$ cat src/rtl/elevator_scan_ctrl_pkg.sv
// Shared definitions for the SCAN elevator controller: FSM state encoding
// and small elaboration-time helpers for sizing the tick timer.
// ELEV_ESTOP_EN adds the emergency-stop state to the encoding.
package elevator_scan_ctrl_pkg;

  typedef enum logic [2:0] {
    ST_IDLE      = 3'd0,
    ST_MOVE_UP   = 3'd1,
    ST_MOVE_DOWN = 3'd2,
    ST_DOOR_OPEN = 3'd3
`ifdef ELEV_ESTOP_EN
    , ST_ESTOP   = 3'd4
`endif
  } elev_state_t;

  function automatic int max_int(input int a, input int b);
    return (a > b) ? a : b;
  endfunction

  // Bits needed to hold a countdown starting at max_ticks.
  function automatic int tick_width(input int max_ticks);
    return $clog2(max_ticks + 1);
  endfunction

endpackage

$ cat src/rtl/elevator_tick_timer.sv
// Loadable down-counter shared by floor travel and door dwell timing.
// done flags the last tick of a countdown (count == 1); the owner acts on it
// only while it is enabling the counter, so the flag never feeds back into en.
module elevator_tick_timer #(
  parameter int CW = 5
) (
  input  logic          clk,
  input  logic          rst_n,
  input  logic          load,
  input  logic          en,
  input  logic [CW-1:0] load_val,
  output logic          done
);

  logic [CW-1:0] count_reg;

  // Load has priority; otherwise count down while enabled, saturating at zero.
  always_ff @(posedge clk or negedge rst_n) begin
    if (!rst_n) begin
      count_reg <= '0;
    end else if (load) begin
      count_reg <= load_val;
    end else if (en && (count_reg != '0)) begin
      count_reg <= count_reg - 1'b1;
    end
  end

  assign done = (count_reg == CW'(1));

endmodule

$ cat src/rtl/elevator_scan_ctrl.sv
// N-floor elevator controller with SCAN scheduling.
// Holds the pending-request latch, above/below reduction masks, the
// three-process FSM and the registered motor/door outputs.
// Optional feature: define ELEV_ESTOP_EN to add the estop input and ESTOP state.
module elevator_scan_ctrl
  import elevator_scan_ctrl_pkg::*;
#(
  parameter  int NUM_FLOORS  = 4,
  parameter  int FLOOR_TICKS = 8,
  parameter  int DOOR_TICKS  = 16,
  localparam int FW          = $clog2(NUM_FLOORS)
) (
  input  logic                  clk,
  input  logic                  rst_n,
`ifdef ELEV_ESTOP_EN
  input  logic                  estop,
`endif
  input  logic [NUM_FLOORS-1:0] floor_req,
  output logic                  move_up,
  output logic                  move_down,
  output logic                  door_open,
  output logic [FW-1:0]         cur_floor,
  output logic                  dir_up,
  output logic [NUM_FLOORS-1:0] pending
);

  localparam int              CW         = tick_width(max_int(FLOOR_TICKS, DOOR_TICKS));
  localparam logic [FW-1:0]   TOP_FLOOR  = FW'(NUM_FLOORS - 1);
  localparam logic [CW-1:0]   FLOOR_LOAD = CW'(FLOOR_TICKS);
  localparam logic [CW-1:0]   DOOR_LOAD  = CW'(DOOR_TICKS);

  elev_state_t           state_reg, state_next;
  logic [FW-1:0]         cur_floor_reg, floor_next;
  logic                  dir_up_reg, dir_next;
  logic [NUM_FLOORS-1:0] pending_reg, pending_next;
  logic                  move_up_reg, move_down_reg, door_open_reg;
  logic                  move_up_next, move_down_next, door_open_next;

  logic [NUM_FLOORS-1:0] req_eff, above_mask, below_mask;
  logic [NUM_FLOORS-1:0] cur_hot, up_hot, dn_hot, next_hot, serve_mask;
  logic                  work_above, work_below, go_up, go_down;
  logic                  req_here, req_up_floor, req_dn_floor;
  logic                  work_beyond_up, work_beyond_dn;
  logic                  tmr_load, tmr_en, tmr_done;
  logic [CW-1:0]         tmr_val;

  // Per-floor position masks relative to the current and next floor.
  for (genvar gi = 0; gi < NUM_FLOORS; gi = gi + 1) begin : g_masks
    assign above_mask[gi] = (gi > int'(cur_floor_reg));
    assign below_mask[gi] = (gi < int'(cur_floor_reg));
    assign cur_hot[gi]    = (gi == int'(cur_floor_reg));
    assign up_hot[gi]     = (gi == int'(cur_floor_reg) + 1);
    assign dn_hot[gi]     = (gi == int'(cur_floor_reg) - 1);
    assign next_hot[gi]   = (gi == int'(floor_next));
  end

  // Requests arriving this cycle count for stops at the current/arrival floor,
  // so such a request is absorbed by the stop rather than left pending.
  assign req_eff        = pending_reg | floor_req;
  assign work_above     = |(pending_reg & above_mask);
  assign work_below     = |(pending_reg & below_mask);
  assign go_up          = work_above && (dir_up_reg || !work_below);
  assign go_down        = work_below && !go_up;
  assign req_here       = |(req_eff & cur_hot);
  assign req_up_floor   = |(req_eff & up_hot);
  assign req_dn_floor   = |(req_eff & dn_hot);
  assign work_beyond_up = |(req_eff & above_mask & ~up_hot);
  assign work_beyond_dn = |(req_eff & below_mask & ~dn_hot);
  assign serve_mask     = (state_next == ST_DOOR_OPEN) ? next_hot : '0;
  assign pending_next   = req_eff & ~serve_mask;

  elevator_tick_timer #(.CW(CW)) u_timer (
    .clk      (clk),
    .rst_n    (rst_n),
    .load     (tmr_load),
    .en       (tmr_en),
    .load_val (tmr_val),
    .done     (tmr_done)
  );

  // State, position, direction and request-latch registers.
  always_ff @(posedge clk or negedge rst_n) begin
    if (!rst_n) begin
      state_reg     <= ST_IDLE;
      cur_floor_reg <= '0;
      dir_up_reg    <= 1'b1;
      pending_reg   <= '0;
    end else begin
      state_reg     <= state_next;
      cur_floor_reg <= floor_next;
      dir_up_reg    <= dir_next;
      pending_reg   <= pending_next;
    end
  end

  // Next-state logic: SCAN decisions, floor stepping and timer control.
  always_comb begin
    state_next = state_reg;
    floor_next = cur_floor_reg;
    dir_next   = dir_up_reg;
    tmr_load   = 1'b0;
    tmr_en     = 1'b0;
    tmr_val    = FLOOR_LOAD;
    case (state_reg)
      ST_IDLE: begin
        if (req_here) begin
          state_next = ST_DOOR_OPEN;
          tmr_load   = 1'b1;
          tmr_val    = DOOR_LOAD;
        end else if (go_up) begin
          state_next = ST_MOVE_UP;
          dir_next   = 1'b1;
          tmr_load   = 1'b1;
        end else if (go_down) begin
          state_next = ST_MOVE_DOWN;
          dir_next   = 1'b0;
          tmr_load   = 1'b1;
        end
      end
      ST_MOVE_UP: begin
        tmr_en = 1'b1;
        if (cur_floor_reg == TOP_FLOOR) begin
          state_next = ST_IDLE;
        end else if (tmr_done) begin
          floor_next = cur_floor_reg + 1'b1;
          if (req_up_floor) begin
            state_next = ST_DOOR_OPEN;
            tmr_load   = 1'b1;
            tmr_val    = DOOR_LOAD;
          end else if (work_beyond_up) begin
            tmr_load = 1'b1;
          end else begin
            state_next = ST_IDLE;
          end
        end
      end
      ST_MOVE_DOWN: begin
        tmr_en = 1'b1;
        if (cur_floor_reg == '0) begin
          state_next = ST_IDLE;
        end else if (tmr_done) begin
          floor_next = cur_floor_reg - 1'b1;
          if (req_dn_floor) begin
            state_next = ST_DOOR_OPEN;
            tmr_load   = 1'b1;
            tmr_val    = DOOR_LOAD;
          end else if (work_beyond_dn) begin
            tmr_load = 1'b1;
          end else begin
            state_next = ST_IDLE;
          end
        end
      end
      ST_DOOR_OPEN: begin
        if (req_here) begin
          // A fresh call at this floor holds the door for a full dwell.
          tmr_load = 1'b1;
          tmr_val  = DOOR_LOAD;
        end else begin
          tmr_en = 1'b1;
          if (tmr_done) begin
            if (go_up) begin
              state_next = ST_MOVE_UP;
              dir_next   = 1'b1;
              tmr_load   = 1'b1;
            end else if (go_down) begin
              state_next = ST_MOVE_DOWN;
              dir_next   = 1'b0;
              tmr_load   = 1'b1;
            end else begin
              state_next = ST_IDLE;
            end
          end
        end
      end
`ifdef ELEV_ESTOP_EN
      ST_ESTOP: begin
        state_next = ST_IDLE;
      end
`endif
      default: state_next = ST_IDLE;
    endcase
`ifdef ELEV_ESTOP_EN
    // Emergency stop overrides everything: position, direction and timer freeze.
    if (estop) begin
      state_next = ST_ESTOP;
      floor_next = cur_floor_reg;
      dir_next   = dir_up_reg;
      tmr_load   = 1'b0;
      tmr_en     = 1'b0;
    end
`endif
  end

  // Output decode from the next state so outputs change with the state register.
  always_comb begin
    move_up_next   = (state_next == ST_MOVE_UP);
    move_down_next = (state_next == ST_MOVE_DOWN);
    door_open_next = (state_next == ST_DOOR_OPEN);
  end

  // Registered motor and door outputs.
  always_ff @(posedge clk or negedge rst_n) begin
    if (!rst_n) begin
      move_up_reg   <= 1'b0;
      move_down_reg <= 1'b0;
      door_open_reg <= 1'b0;
    end else begin
      move_up_reg   <= move_up_next;
      move_down_reg <= move_down_next;
      door_open_reg <= door_open_next;
    end
  end

  assign move_up   = move_up_reg;
  assign move_down = move_down_reg;
  assign door_open = door_open_reg;
  assign cur_floor = cur_floor_reg;
  assign dir_up    = dir_up_reg;
  assign pending   = pending_reg;

endmodule
$ cat config.mk
export PLATFORM = sky130hd
export DESIGN_NAME = elevator_scan_ctrl
export DESIGN_NICKNAME = d
export VERILOG_FILES = /design/src/rtl/elevator_scan_ctrl_pkg.sv /design/src/rtl/elevator_tick_timer.sv /design/src/rtl/elevator_scan_ctrl.sv
export SDC_FILE = /design/constraint.sdc
export NUM_CORES = 1
export LEC_CHECK = 0
export BUFFER_PORTS_ARGS = -buffer_cell sky130_fd_sc_hd__buf_2
export CAP_MARGIN = 15
export CELL_PAD_IN_SITES_DETAIL_PLACEMENT = 1
export CELL_PAD_IN_SITES_GLOBAL_PLACEMENT = 1
export CORE_ASPECT_RATIO = 0.6
export CORE_MARGIN = 2
export CORE_UTILIZATION = 44
export DETAILED_ROUTE_END_ITERATION = 8
export GPL_ROUTABILITY_DRIVEN = 1
export GPL_TIMING_DRIVEN = 0
export PLACE_DENSITY_LB_ADDON = 0.1
export SLEW_MARGIN = 0
export SYNTH_ARGS = -nofsm -noshare
export SYNTH_HDL_FRONTEND = slang
export SYNTH_SLANG_ARGS = --single-unit
$ cat constraint.sdc
create_clock -name clk -period 2.6 [get_ports clk]
set_input_delay 0.52 -clock clk [delete_from_list [all_inputs] [get_ports clk]]
set_output_delay 0.52 -clock clk [all_outputs]
set_load 0.1 [all_outputs]
======== Word level (Yosys, flattened, before mapping) ========
Cells that the tools add are included.
word-level totals
  flip-flop bits (word level) ............. 18
  word-level logic and storage cells ...... 135
cells by class
  add/sub/neg operators ................... 5
  $lt $le $gt $ge ......................... 6
  equality and inequality tests ........... 23
  multiplexer cells ....................... 54
  bitwise operators ....................... 14
  reductions and logical operators ........ 25
operators by type and width
  operator                                                            count
  32-bit zero test                                                    2
  5-bit two-way mux                                                   9
  3-bit two-way mux                                                   13
  4-bit AND                                                           8
  2-bit by 32-bit == test with 1-bit output, first input constant     1
  3-bit by 32-bit == test with 1-bit output, first input constant     1
  4-bit OR reduction                                                  7
  1-bit two-way mux                                                   19
  5-bit case mux with 3 select lines                                  1
  3-bit by 2-bit == test with 1-bit output, second input constant     4
  2-bit two-way mux                                                   6
  4-bit inverter                                                      3
  3-bit case mux with 4 select lines                                  1
  4-bit by 3-bit AND with 4-bit output                                2
  2-bit == test, first input constant                                 4
  2-bit by 3-bit == test with 1-bit output, first input constant      2
  3-bit by 1-bit == test with 1-bit output, second input constant     2
  3-bit == test, first input constant                                 2
  2-bit zero test                                                     3
  2-bit inequality test, second input constant                        3
  5-bit by 1-bit == test with 1-bit output, second input constant     1
  5-bit nonzero test                                                  1
  5-bit by 1-bit subtractor with 5-bit output, second input constant  1
  1-bit by 2-bit == test with 1-bit output, first input constant      2
  other kinds (21)                                                    29

======== Logic depth before layout (Yosys ltp) ========
  depth in word-level cells ............... 17
  depth in mapped cells ................... 8

======== Cells and area by module ========
Synthesis repeated with hierarchy kept, for this count alone.
unflattened totals
  cell total of the unflattened synthesis .. 156
  area, all modules ....................... 1481.4 µm²
modules (own cells, without submodules)
  module               instances  cells each  area an instance (µm²)  seq. area each (µm²)
  elevator_scan_ctrl   1          121         1147.4                  326.6
  elevator_tick_timer  1          35          334.1                   125.1

======== Worst setup path after synthesis ========
No wires, ideal clock.
  path kind ............................... reg-to-reg
  start ................................... reg cur_floor_reg[1], in the netlist cur_floor[1]
  end ..................................... reg pending_reg[0], in the netlist pending[0]
  setup time .............................. 0.141 ns
  arrival ................................. 2.588 ns
  slack ................................... -0.129 ns
  cell stages (with the launch flop) ...... 8
  buffers on the path ..................... 0
  period minus slack after synthesis ...... 2.729 ns
  cell sequence ........................... dfrtp_1 inv_1 ha_1 nor4b_2 nand2_1 o32a_1 nand2_1 a31oi_1
between the ends
  word-level cells in the longest chain between the ends .. 17
ends and longest elaborated chain
  element                                                                          RTL line                   source
  start: declaration                                                               elevator_scan_ctrl.sv:33   logic [FW-1:0] cur_floor_reg, floor_next;
  start signal: assignment                                                         elevator_scan_ctrl.sv:90   cur_floor_reg <= floor_next;
  branches (longest 12 deep; another with 2-bit by 1-bit adder with 3-bit output)  --
  3-bit case mux with 4 select lines (*)                                           elevator_scan_ctrl.sv:104  case (state_reg)
  3-bit by 2-bit == test with 1-bit output (*)                                     --
  net door_open_next                                                               elevator_scan_ctrl.sv:37   logic move_up_next, move_down_next, door_open_next;
  4-bit two-way mux (*)                                                            elevator_scan_ctrl.sv:69   assign serve_mask = (state_next == ST_DOOR_OPEN) ? next_hot : '0;
  4-bit inverter (*)                                                               elevator_scan_ctrl.sv:70   assign pending_next = req_eff & ~serve_mask;
  4-bit AND (*)                                                                    elevator_scan_ctrl.sv:70
  net pending_next[0]                                                              elevator_scan_ctrl.sv:35   logic [NUM_FLOORS-1:0] pending_reg, pending_next;
  end signal: assignment                                                           elevator_scan_ctrl.sv:92   pending_reg <= pending_next;
  end: declaration                                                                 elevator_scan_ctrl.sv:35
Mark *: on every way through the listed nets, which the timed path passes.
A chain may end at the register's enable or synchronous reset.

======== Final worst setup path ========
  start ................................... reg cur_floor_reg[1], in the netlist cur_floor[1]
  end ..................................... reg u_timer.count_reg[1]
between the ends
  word-level cells in the longest chain between the ends .. 14
ends and longest elaborated chain
  element                                                                          RTL line                   source
  branches (longest 14 deep; another with 2-bit by 1-bit adder with 3-bit output)  --
  end signal: assignment                                                           elevator_tick_timer.sv:22  count_reg <= load_val;
  end signal: assignment                                                           elevator_tick_timer.sv:24  count_reg <= count_reg - 1'b1;
  end: declaration                                                                 elevator_tick_timer.sv:15  logic [CW-1:0] count_reg;
Parallel ways; which one is timed is not known.

==> flow_metrics.tcl <==
set metrics [dict create \
    drt_iter0_drc 105 \
    finalMaxSlewViolations 0 \
    multiInputGateArea_sq_um 774 \
    path_max_fanout 12 \
    drc 0 \
    layout_common_cells "buf_2, dfrtp_1, o21ai_0, nor2_1, ha_1" \
    cts_buffers 3 \
    synth_area_sq_mm 0.00126 \
    gp_congestion 0.926 \
    synth-edff-count 0 \
    final_common_cell "buf_2" \
    critPathCaptureType "register" \
    p_sw_uw 987 \
    p_per_area_mw_per_mm2 1270 \
    clock_sinks 18 \
    initial_core_util_pct 48.2 \
    yosys_register_bits 18 \
    maxClockFrequency_mhz 407 \
    hold_buffers 0 \
    antenna_found_initial 0 \
    die_h_microns 45.4 \
    finalSetupViolations 0 \
    overflow 0 \
    layout-drive-gt1-share_pct 22.8 \
    cts-resized-gates 0 \
    clk_pin_slew_ns 0.08 \
    synth_nets 146 \
    avgViaCountPerCell 6.29 \
    syn-instance-count 130 \
    grt_pass1_wl_mm 6.35 \
    r2r-end "u_timer.count_reg[1]" \
    dieArea_sq_mm 0.00332 \
    tns_ns 0 \
    grt_pass1_vias 1200 \
    largest_reg_flops 5 \
    drtAntennaViolNets 0 \
    clk_latency_ns 0.26 \
    relSlewSlack_pct 61.2 \
    hpwl_mm 3.01 \
    fp.dieW_microns 73.0 \
    wl_per_cell_microns 21.1 \
    fin_skew_ns 0.0133 \
    r2r-start "cur_floor[1]" \
    max_cap_violations 0 \
    cts_setup_buffers 0 \
    grt.total_usage_pct 26.7 \
    swShare_pct 54.6 \
    p_seq_share_pct 28.3 \
    nFillCells 318 \
    holdWs_ns 0.176 \
    status "completed" \
    drt-pass1-iter-count 4 \
    power.internal_uw 822 \
    nNetsFinal 166 \
    grt_max_degree 19 \
    cp.required_ns 2.74 \
    portBuffers 15 \
    area_delta_synth_final_pct 13.7 \
    worstSetupPathType "reg -> reg" \
    r2r_slack_ns 0.14 \
    synth_cell_type_count 50 \
    hold_path_class "in -> async" \
    slowest_delay_ns 0.50 \
    p_leak_nw 0.586 \
    htreeDepth 1 \
    rsz0062_at_grt "false" \
    cts_tree "done" \
    pwr-share-clk_pct 13.0 \
    io-pin-count 16 \
    seq_area_sq_um 454 \
    fin_crit_sh_pct 94.4 \
    crit_arrival_ns 2.59 \
    core_sq_mm 0.00261 \
    clock_path_buffers 2 \
    crit_path_cell_trace "inv_1, ha_1, o21ai_0, nand4_1, a22oi_1, o21ai_2, a2111oi_1" \
    drt_wl_total_mm 3.82 \
    syn_avg_cell_area_sq_um 9.67 \
    rows 14 \
    combPwrFrac_pct 58.7 \
    vdd_drop_max_mv 0.699 \
    worst_path_max_delay_cell "dfrtp_2" \
    tightest_slew_ns 0.575 \
    synth_seq_area_share_pct 35.9 \
    reg2regPathDepth 7 \
    via_count 1138 \
    async_flop_share_pct 100 \
    synthFlopType "dfrtp_1" \
    root_buffer "clkbuf_8" \
    ys_warn_count 0 \
    hold_viol_final 0 \
    post-route-util_pct 54.8 \
    antenna_cells 0 \
    min_period_ns 2.46 \
    cp-start-kind "register" \
]
## cell families after synthesis
family / count (synthesis) / synth area share (%)
adders and majority gates: 10 / 9.95
other: 1 / 0.298
AOI/OAI and AO/OA: 45 / 27.0
buffers and inverters: 8 / 2.49
xor gates and xnor gates: 3 / 2.09
and+or+nand+nor: 45 / 22.3
DFF: 18 / 35.9
## cells in the mapped netlist (all sizes together) (3+ instances only)
cell | number | area (sq um)
or3 | 3 | 18.8
o31ai | 4 | 43.8
ha | 10 | 125
nor3 | 4 | 20.0
a31oi | 4 | 25.0
a32oi | 3 | 26.3
nor4b | 4 | 47.6
o21ai | 13 | 68.8
nor2 | 10 | 37.5
dfrtp | 17 | 425
nand2 | 7 | 26.3
inv | 7 | 26.3
## metrics by stage
stage | power (mW) | area [sq um] | std cells | setup slack (ns)
4_1_cts | 1.80 | 1430 | 181 | 0.154
6_report | 1.81 | 1430 | 181 | 0.144
2_1_floorplan | 1.29 | 1260 | 130 | 0.266
3_3_place_gp | 1.51 | 1380 | 177 | 0.369
3_5_place_dp | 1.56 | 1380 | 177 | 0.202
5_1_grt | 1.92 | 1430 | 181 | 0.0350
## worst max-delay path by stage
stage	start	to	depth (start not counted)
6_report	cur_floor[1]	u_timer.count_reg[1]	7
5_1_grt	cur_floor[1]	u_timer.count_reg[1]	7
4_1_cts	cur_floor[1]	u_timer.count_reg[1]	7
3_5_place_dp	cur_floor[1]	u_timer.count_reg[1]	7
3_3_place_gp	cur_floor[1]	u_timer.count_reg[1]	7
2_1_floorplan	cur_floor[1]	pending[0]	7
## cell type report
type	instances	area share [%]
Buffer	1	0.350
Clock buffer	4	3.85
Inverter	7	1.84
Multi-Input combinational cell	104	54.2
Sequential cell	18	31.8
Tap cell	32	2.80
Timing Repair Buffer	15	5.25
## layer usage
layer | GRT usage, % | part of all wire [%] | vias to the layer above
li1 | - | - | 537
met1 | 39.6 | 50 | 560
met2 | 39.3 | 43 | 35
met3 | 6.64 | 6.3 | 6
met4 | 6.67 | 1.0 | 0
met5 | 0 | 0 | -
## power by group through the flow
| stage | Combinational (mW) | Clock (mW) | Sequential, mW |
|---|---|---|---|
| final | 1.06 | 0.236 | 0.512 |
| after floorplan | 0.533 | 0 | 0.758 |
| after CTS | 1.05 | 0.238 | 0.510 |
| after global placement | 1.00 | 0 | 0.505 |
| after global routing | 1.14 | 0.255 | 0.531 |
| after detailed placement | 1.04 | 0 | 0.513 |
## critical path: cells and delay by family (launching register included)
kind                       cells  cell delay, ns
AOI/OAI and AO/OA              4            1.19
DFF                            1            0.50
adders and majority gates      1            0.28
and+or+nand+nor                1            0.22
buffers and inverters          1            0.15
Power figures use the tool's default switching activity.
